`config.mk`:
```
export PLATFORM = sky130hd
export DESIGN_NAME = ysyx_23060191_ifu_fetch
export DESIGN_NICKNAME = d
export VERILOG_FILES = /design/src/rtl/ysyx_23060191_ifu_fetch.sv
export SDC_FILE = /design/constraint.sdc
export NUM_CORES = 1
export LEC_CHECK = 0
export CAP_MARGIN = 20
export CORE_MARGIN = 1.5
export CORE_UTILIZATION = 47
export CTS_CLUSTER_SIZE = 16
export DETAILED_ROUTE_END_ITERATION = 12
export PLACE_DENSITY = 0.86
export SLEW_MARGIN = 10
export SYNTH_ARGS = -nofsm -noshare
export SYNTH_HDL_FRONTEND = slang
export SYNTH_SLANG_ARGS = --single-unit
export TNS_END_PERCENT = 1
```
`constraint.sdc`:
```
create_clock -name clk -period 2.9 [get_ports clk]
set_input_delay 0.435 -clock clk [delete_from_list [all_inputs] [get_ports clk]]
set_output_delay 0.435 -clock clk [all_outputs]
set_load 0.005 [all_outputs]
```
`src/rtl/ysyx_23060191_ifu_fetch.sv`:
```
// Instruction fetch controller: owns the architectural PC, issues one
// instruction-memory read at a time and hands the fetched word to the IDU.
// EXU redirects retarget the PC at any point; a response that belongs to a
// pre-redirect address is dropped instead of being presented.
//
// Handshakes: a transfer happens on a rising edge where valid and ready are
// both high. valid is never withdrawn before its transfer except on reset or
// redirect. The payload stays stable while valid waits for ready, except
// mem_raddr, which follows a redirect because memory samples the address
// only on a handshake.
module ysyx_23060191_ifu_fetch #(
    parameter int                   CPU_WIDTH = 32,
    parameter logic [CPU_WIDTH-1:0] RESET_PC  = 32'h8000_0000,
    parameter int                   CNT_WIDTH = 32
) (
    input  logic                 clk,
    input  logic                 rst_n,
    output logic                 mem_req_valid,
    input  logic                 mem_req_ready,
    output logic [CPU_WIDTH-1:0] mem_raddr,
    input  logic                 mem_resp_valid,
    input  logic [CPU_WIDTH-1:0] mem_rdata,
    output logic                 out_valid,
    input  logic                 out_ready,
    output logic [CPU_WIDTH-1:0] out_pc,
    output logic [CPU_WIDTH-1:0] out_inst,
    input  logic                 redirect_valid,
    input  logic [CPU_WIDTH-1:0] redirect_pc,
    output logic [CNT_WIDTH-1:0] fetch_cnt
);

    typedef enum logic [1:0] {
        S_REQ  = 2'd0,
        S_WAIT = 2'd1,
        S_HOLD = 2'd2
    } state_t;

    state_t               state;
    state_t               state_nxt;
    logic [CPU_WIDTH-1:0] pc;
    logic [CPU_WIDTH-1:0] inst_q;
    logic                 discard;
    logic [CPU_WIDTH-1:0] redirect_tgt;
    logic                 req_fire;
    logic                 out_fire;
    logic                 unused_redirect_lsbs;

    // Instructions are word aligned, so the two low target bits are dropped.
    assign redirect_tgt         = {redirect_pc[CPU_WIDTH-1:2], 2'b00};
    assign unused_redirect_lsbs = ^redirect_pc[1:0];

    assign req_fire  = mem_req_valid && mem_req_ready;
    assign out_fire  = out_valid && out_ready;
    assign mem_raddr = pc;
    assign out_pc    = pc;
    assign out_inst  = inst_q;

    // State register.
    always_ff @(posedge clk) begin
        if (!rst_n) begin
            state <= S_REQ;
        end else begin
            state <= state_nxt;
        end
    end

    // Next-state selection; a redirect always pulls the FSM back towards REQ
    // unless a request is still in flight and must be drained.
    always_comb begin
        state_nxt = state;
        case (state)
            S_REQ: begin
                if (req_fire) state_nxt = S_WAIT;
            end
            S_WAIT: begin
                if (mem_resp_valid) begin
                    state_nxt = (discard || redirect_valid) ? S_REQ : S_HOLD;
                end
            end
            S_HOLD: begin
                if (redirect_valid || out_fire) state_nxt = S_REQ;
            end
            default: state_nxt = S_REQ;
        endcase
    end

    // Handshake valids, forced low while reset is held.
    always_comb begin
        mem_req_valid = 1'b0;
        out_valid     = 1'b0;
        if (rst_n) begin
            mem_req_valid = (state == S_REQ);
            out_valid     = (state == S_HOLD);
        end
    end

    // PC, squash flag, captured instruction and delivered-instruction count.
    always_ff @(posedge clk) begin
        if (!rst_n) begin
            pc        <= RESET_PC;
            discard   <= 1'b0;
            inst_q    <= '0;
            fetch_cnt <= '0;
        end else begin
            case (state)
                S_REQ: begin
                    if (redirect_valid) pc <= redirect_tgt;
                    // The request just issued used the old PC: drop its data.
                    if (redirect_valid && req_fire) discard <= 1'b1;
                end
                S_WAIT: begin
                    if (mem_resp_valid) begin
                        if (!discard && !redirect_valid) begin
                            inst_q <= mem_rdata;
                        end else begin
                            discard <= 1'b0;
                            if (redirect_valid) pc <= redirect_tgt;
                        end
                    end else if (redirect_valid) begin
                        pc      <= redirect_tgt;
                        discard <= 1'b1;
                    end
                end
                S_HOLD: begin
                    // Redirect wins over a simultaneous IDU accept.
                    if (redirect_valid) begin
                        pc <= redirect_tgt;
                    end else if (out_fire) begin
                        pc        <= pc + CPU_WIDTH'(4);
                        fetch_cnt <= fetch_cnt + CNT_WIDTH'(1);
                    end
                end
                default: ;
            endcase
        end
    end

    // A read response is only legal while a request is outstanding.
    resp_only_in_wait: assert property (
        @(posedge clk) disable iff (!rst_n) mem_resp_valid |-> state == S_WAIT
    );

endmodule

```
---- Word-level counts from Yosys, hierarchy flattened ----
Index checks and enable logic that the tools add are counted.
word-level totals
  input bits .............................. 70
  output and inout port bits .............. 130
  register bits ........................... 99
operators by class
  $add $sub $neg .......................... 2
  muxes and demuxes ....................... 18
  eq/ne operators ......................... 9
  bitwise gates (word level) .............. 1
  reductions and logical operators ........ 16
operators by type and width
  kind                                                    number
  two-way mux 32 bit                                      5
  one-hot mux 32 bit (3 select lines)                     1
  adder 32 x 1 -> 32 bit (second input constant)          1
  adder 32 x 3 -> 32 bit (second input constant)          1
  AND reduction 3 bit                                     4
  inequality test 3 bit (second input constant)           3
  two-way mux 2 bit                                       4
  two-way mux 1 bit                                       6
  inequality test 2 bit (second input constant)           3
  one-hot mux 2 bit (3 select lines)                      1
  logical AND 1 bit                                       4
  AND reduction 4 bit                                     1
  nonzero test 3 bit                                      1
  == test 2 x 1 -> 1 bit (second input constant)          1
  == test 2 bit (second input constant)                   1
  zero test 1 bit                                         2
  zero test 2 bit                                         1
  logical OR 1 bit                                        2
  inequality test 2 x 1 -> 1 bit (second input constant)  1
  one-hot mux 1 bit (2 select lines)                      1
  nonzero test 2 bit                                      1
  inverter 1 bit                                          1

---- Depth between registers and ports, before layout ----
  word-level depth ........................ 6
  gate-level depth with buffers ........... 9
  depth with buffers taken out ............ 6

---- Worst setup path after synthesis ----
No wires, ideal clock.
  path kind ............................... input -> register
  start point ............................. input port out_ready
  end point ............................... register fetch_cnt[31]
  slack ................................... 903 ps
  required time ........................... 2830 ps
  arrival ................................. 1926 ps
  stages .................................. 7
  buffers on the path ..................... 2
  library setup time ...................... 70 ps
  cell sequence ........................... buf_2 > and4_2 > nand4_1 > or4_1 > buf_2 > or3_1 > a21oi_1
on the way
  longest elaborated chain between the ends .. 2
ends and longest elaborated chain
  item                           line  RTL
  start: declaration             24    input logic out_ready,
  logical AND 1 bit              53    assign out_fire = out_valid && out_ready;
  AND reduction 3 bit (no line)  -
  end signal: assignment         130   fetch_cnt <= fetch_cnt + CNT_WIDTH'(1);
  end: declaration               29    output logic [CNT_WIDTH-1:0] fetch_cnt
Every way passes these cells.
A chain may end at the register's enable or synchronous reset.

---- Final worst setup path ----
  start point ............................. register pc[2], in the netlist mem_raddr[2]
  end point ............................... register pc[30], in the netlist mem_raddr[30]
on the way
  longest elaborated chain between the ends .. 4
ends and longest elaborated chain
  item                                 line  RTL
  start: declaration                   40    logic [CPU_WIDTH-1:0] pc;
  start signal: assignment             107   if (redirect_valid) pc <= redirect_tgt;
  start signal: assignment             117   if (redirect_valid) pc <= redirect_tgt;
  start signal: assignment             120   pc <= redirect_tgt;
  adder 32 x 3 -> 32 bit               129   pc <= pc + CPU_WIDTH'(4);
  two-way mux 32 bit                   128   end else if (out_fire) begin
  two-way mux 32 bit                   126   if (redirect_valid) begin
  one-hot mux 32 bit (3 select lines)  105   case (state)
Every way passes these cells. The select of a mux whose other input is x is not followed.

==> results.txt <==
- The via count of the first global-routing pass was 4882.
- For flop-to-flop paths, the worst setup slack is 0.46 ns.
- Setup repair after global routing left no endpoint under its margin.
- Across the run, the number of max-cap violations was 0.
- P per Cell Area: 377 nW/um2
- Die footprint: 11000 um2
* Leakage power: 2.39 nW
- For this run, the detailed router's first-pass iteration total came to 5.
- Starting utilization of the core area: 47.9%
- Crit path launch type: flip-flop
* Setup Total Neg Slack: 0 ns
- Core region area: 10200 um2
* Clock latency reported for the late side of the worst-skew pair: 0.36 ns
- In this run the vertical extent of the chip is 105 um.
- Total of hold buffers inserted after clock tree synthesis: 0
- The cell sitting at the root of the clock tree is a clkbuf_8.
* Drt wl/cell: 15.5 um
- For met2 alone, demand over resource in global routing was 43.8%.
- Sequential area share after synthesis: 39.6%
* Worst setup EP type: flip-flop
- Max FO, Critical Path: 10
- Global routing consumed, on the met1 layer, 31.3% of the routing resources.
- Port buffering added 193 buffers.
* Transition time at the pin with the least slew margin: 1.03 ns
* Run status: finished, final reports clean
- Number of synthesized flops with an enable pin: 0
- The floorplan step set the die width to 105 um.
- 0 antenna diodes ended up in the layout.
- Syn Std Cell Area: 4900 um2
* Asr flop ratio synth: 0%
* Max Freq: 410 MHz
- In this run the mean area of a mapped cell was 7.75 um2.
* DRT iter0 DRCs: 343
* First-pass GRT wire length: 23.1 mm
- The number of pins exceeding their max-slew limit in the final report came to 0.
- Kind of critical path: reg2reg
- IR analysis of the VDD net gives a maximum drop of 250 uV.
* FF-to-FF path depth: 6
- Maximum number of pins on one net before global-route repair: 52
- The number of different library cells used by synthesis comes to 61.
- CTS built an H-tree with a depth of 3.
- For this run the aggregate overflow at the end of global routing stands at 0.
- Synth Instances: 632
- Data on the critical path arrives at its endpoint at 2.69 ns.
- Dominant register cell in the synthesized netlist: dfxtp_1
- Met3 layer usage reported by global route: 4.30%
- The clock arrives with 0.0118 ns of skew.
* Inserted Clock Buffers: 9
- Worst EP required: 3.15 ns
- Counting along the longest clock path gives a buffer depth of 2.
* Startpoint of the worst hold path: out_inst[6]$_SDFFE_PN0P_
- Worst reg2reg path startpoint: mem_raddr[2]$_SDFFE_PN0P_
* Net count reported at finish: 857
- Global routing consumed, over all layers together, 25.3% of the routing resources.
- After legalization and detailed placement, the total HPWL measured 10.4 mm.
* Dominant cells by area after synthesis: dfxtp_1, nand2_1, a21oi_1
* Endpoint of the worst-slack reg-to-reg timing path: mem_raddr[30]$_SDFFE_PN0P_
- The routed layout has 5221 vias.
* Synthesis-to-finish area growth: 41.0%
* Type of the worst min-delay path: reg2reg
* CTS tree: built
- In the routed design, unresolved DRC markers number 0.
- During synthesis, Yosys emitted a total of 0 warnings.
- Cells with a size suffix above 1 make up 6.08% of the layout.
- 200 I/O pins were placed.
- At the end of routability-driven placement, the weighted congestion stood at 0.899.
- Synthesis-stage register bit count: 97
- Post-route clock period utilization: 84.1%
- Headroom to the max-slew limit came out at 31.5%.
* Most common library cells after synthesis: nand2_1, dfxtp_1, a21oi_1
- The routed design could run at a clock period as short as 2.44 ns.
* Number of clock sinks: 97
* Number of instances on the worst hold path: 2
- Power Total: 2.61 mW
- The number of hold violations in the final report is 0.
- Detailed-route wire length: 14.4 mm
* Synth area leader: dfxtp_1
- Vias per cell: 5.64
* DRT antenna net count: 0
- Proportion of netlist area held by the largest area contributor: 39.6%
- The number of gates resized after CTS was 0.
- Post-CTS timing repair inserted 0 buffers for setup.
- Site row count: 37
- For hold timing, the worst endpoint is out_inst[6]$_SDFFE_PN0P_.
* Initial antenna violation count: 0
- Most Crowded Layer GR: met2
- Setup violations remaining at the end of the flow were counted as 0.
- Most frequent cell after synthesis: nand2_1
* Clock slew at the register clock pins of the worst setup and hold paths: 0.10 ns
cell type report:
type	count	area (um2)
Clock buffer	10	128
Clock inverter	6	48.8
Fill cell	839	3320
Inverter	10	37.5
Multi-Input combinational cell	457	2520
Sequential cell	97	1940
Tap cell	136	170
Timing Repair Buffer	210	2060
kinds of logic after synthesis:
group                      share of synthesized area (%)
AOI/OAI and AO/OA                                   16.7
buffers and inverters                               9.27
other                                             0.0765
muxes                                               1.23
adders and majority gates                          0.511
DFF                                                 39.6
and+or+nand+nor                                     29.0
xor gates and xnor gates                            3.57
metrics by stage:
stage / hold slack (ns) / cell area (um2) / worst slack (ns) / instances / util [%]
2_1_floorplan: 0.453 / 4910 / 0.903 / 635 / -
3_3_place_gp: 0.442 / 6730 / 0.359 / 910 / 65.8
3_5_place_dp: 0.448 / 6730 / 0.311 / 910 / 65.8
4_1_cts: 0.460 / 6910 / 0.495 / 926 / 67.5
5_1_grt: 0.479 / 6910 / 0.234 / 926 / 67.5
6_report: 0.456 / 6910 / 0.462 / 926 / 67.5
worst max-delay path: stages (launching register included):
cell	delay (ns)
dfxtp_1	0.46
ha_1	0.24
nand3_1	0.23
nor2_1	0.59
nand3_1	0.22
and3_1	0.23
or3_1	0.35
registers in the layout (all words and copies together) (netlist names):
signal and cells:
fetch_cnt 32, discard 1, mem_raddr 30, out_inst 32
state 2
layout by cell type, fill, tap and decap left out, types with 4 or more instances in the layout:
cell / instances
a211oi_1: 5
a21oi_1: 54
a31oi_1: 5
a32o_1: 5
and3_1: 7
and4_2: 4
buf_4: 17
clkbuf_8: 9
clkdlybuf4s50_1: 193
conb_1: 4
dfxtp_1: 97
inv_1: 9
mux2i_1: 6
nand2_1: 120
nand2b_1: 5
nand3_1: 34
nand4_1: 14
nor2_1: 47
nor3_1: 14
nor3b_1: 5
nor4_1: 8
o21ai_0: 30
or3_1: 11
or4_1: 5
xnor2_1: 13
xor2_1: 7
power by group:
group / leakage, nW / internal, mW / switching, mW
sequential: 0.789 / 1.37 / 0.0571
clock: 0.0916 / 0.323 / 0.490
combinational: 1.51 / 0.229 / 0.137
per-layer routing:
layer / wire (um) / up-vias / part of all wire [%]
met2: 7240 / 244 / 50
li1: - / 2499 / -
met4: 265 / 0 / 1.8
met3: 1010 / 22 / 7.0
met1: 5870 / 2456 / 41
met5: 0 / - / 0
worst max path at each step:
stage	start	endpoint	slack [ns]	cells after the start
CTS	mem_raddr[2]$_SDFFE_PN0P_	mem_raddr[30]$_SDFFE_PN0P_	0.50	6
floorplan	out_ready	fetch_cnt[31]$_SDFFE_PN0P_	0.90	7
global route	mem_raddr[2]$_SDFFE_PN0P_	mem_raddr[30]$_SDFFE_PN0P_	0.23	6
finish	mem_raddr[2]$_SDFFE_PN0P_	mem_raddr[30]$_SDFFE_PN0P_	0.46	6
global placement	redirect_valid	fetch_cnt[31]$_SDFFE_PN0P_	0.36	6
detailed placement	redirect_valid	fetch_cnt[31]$_SDFFE_PN0P_	0.31	6
(Power assumes the default switching activity.)
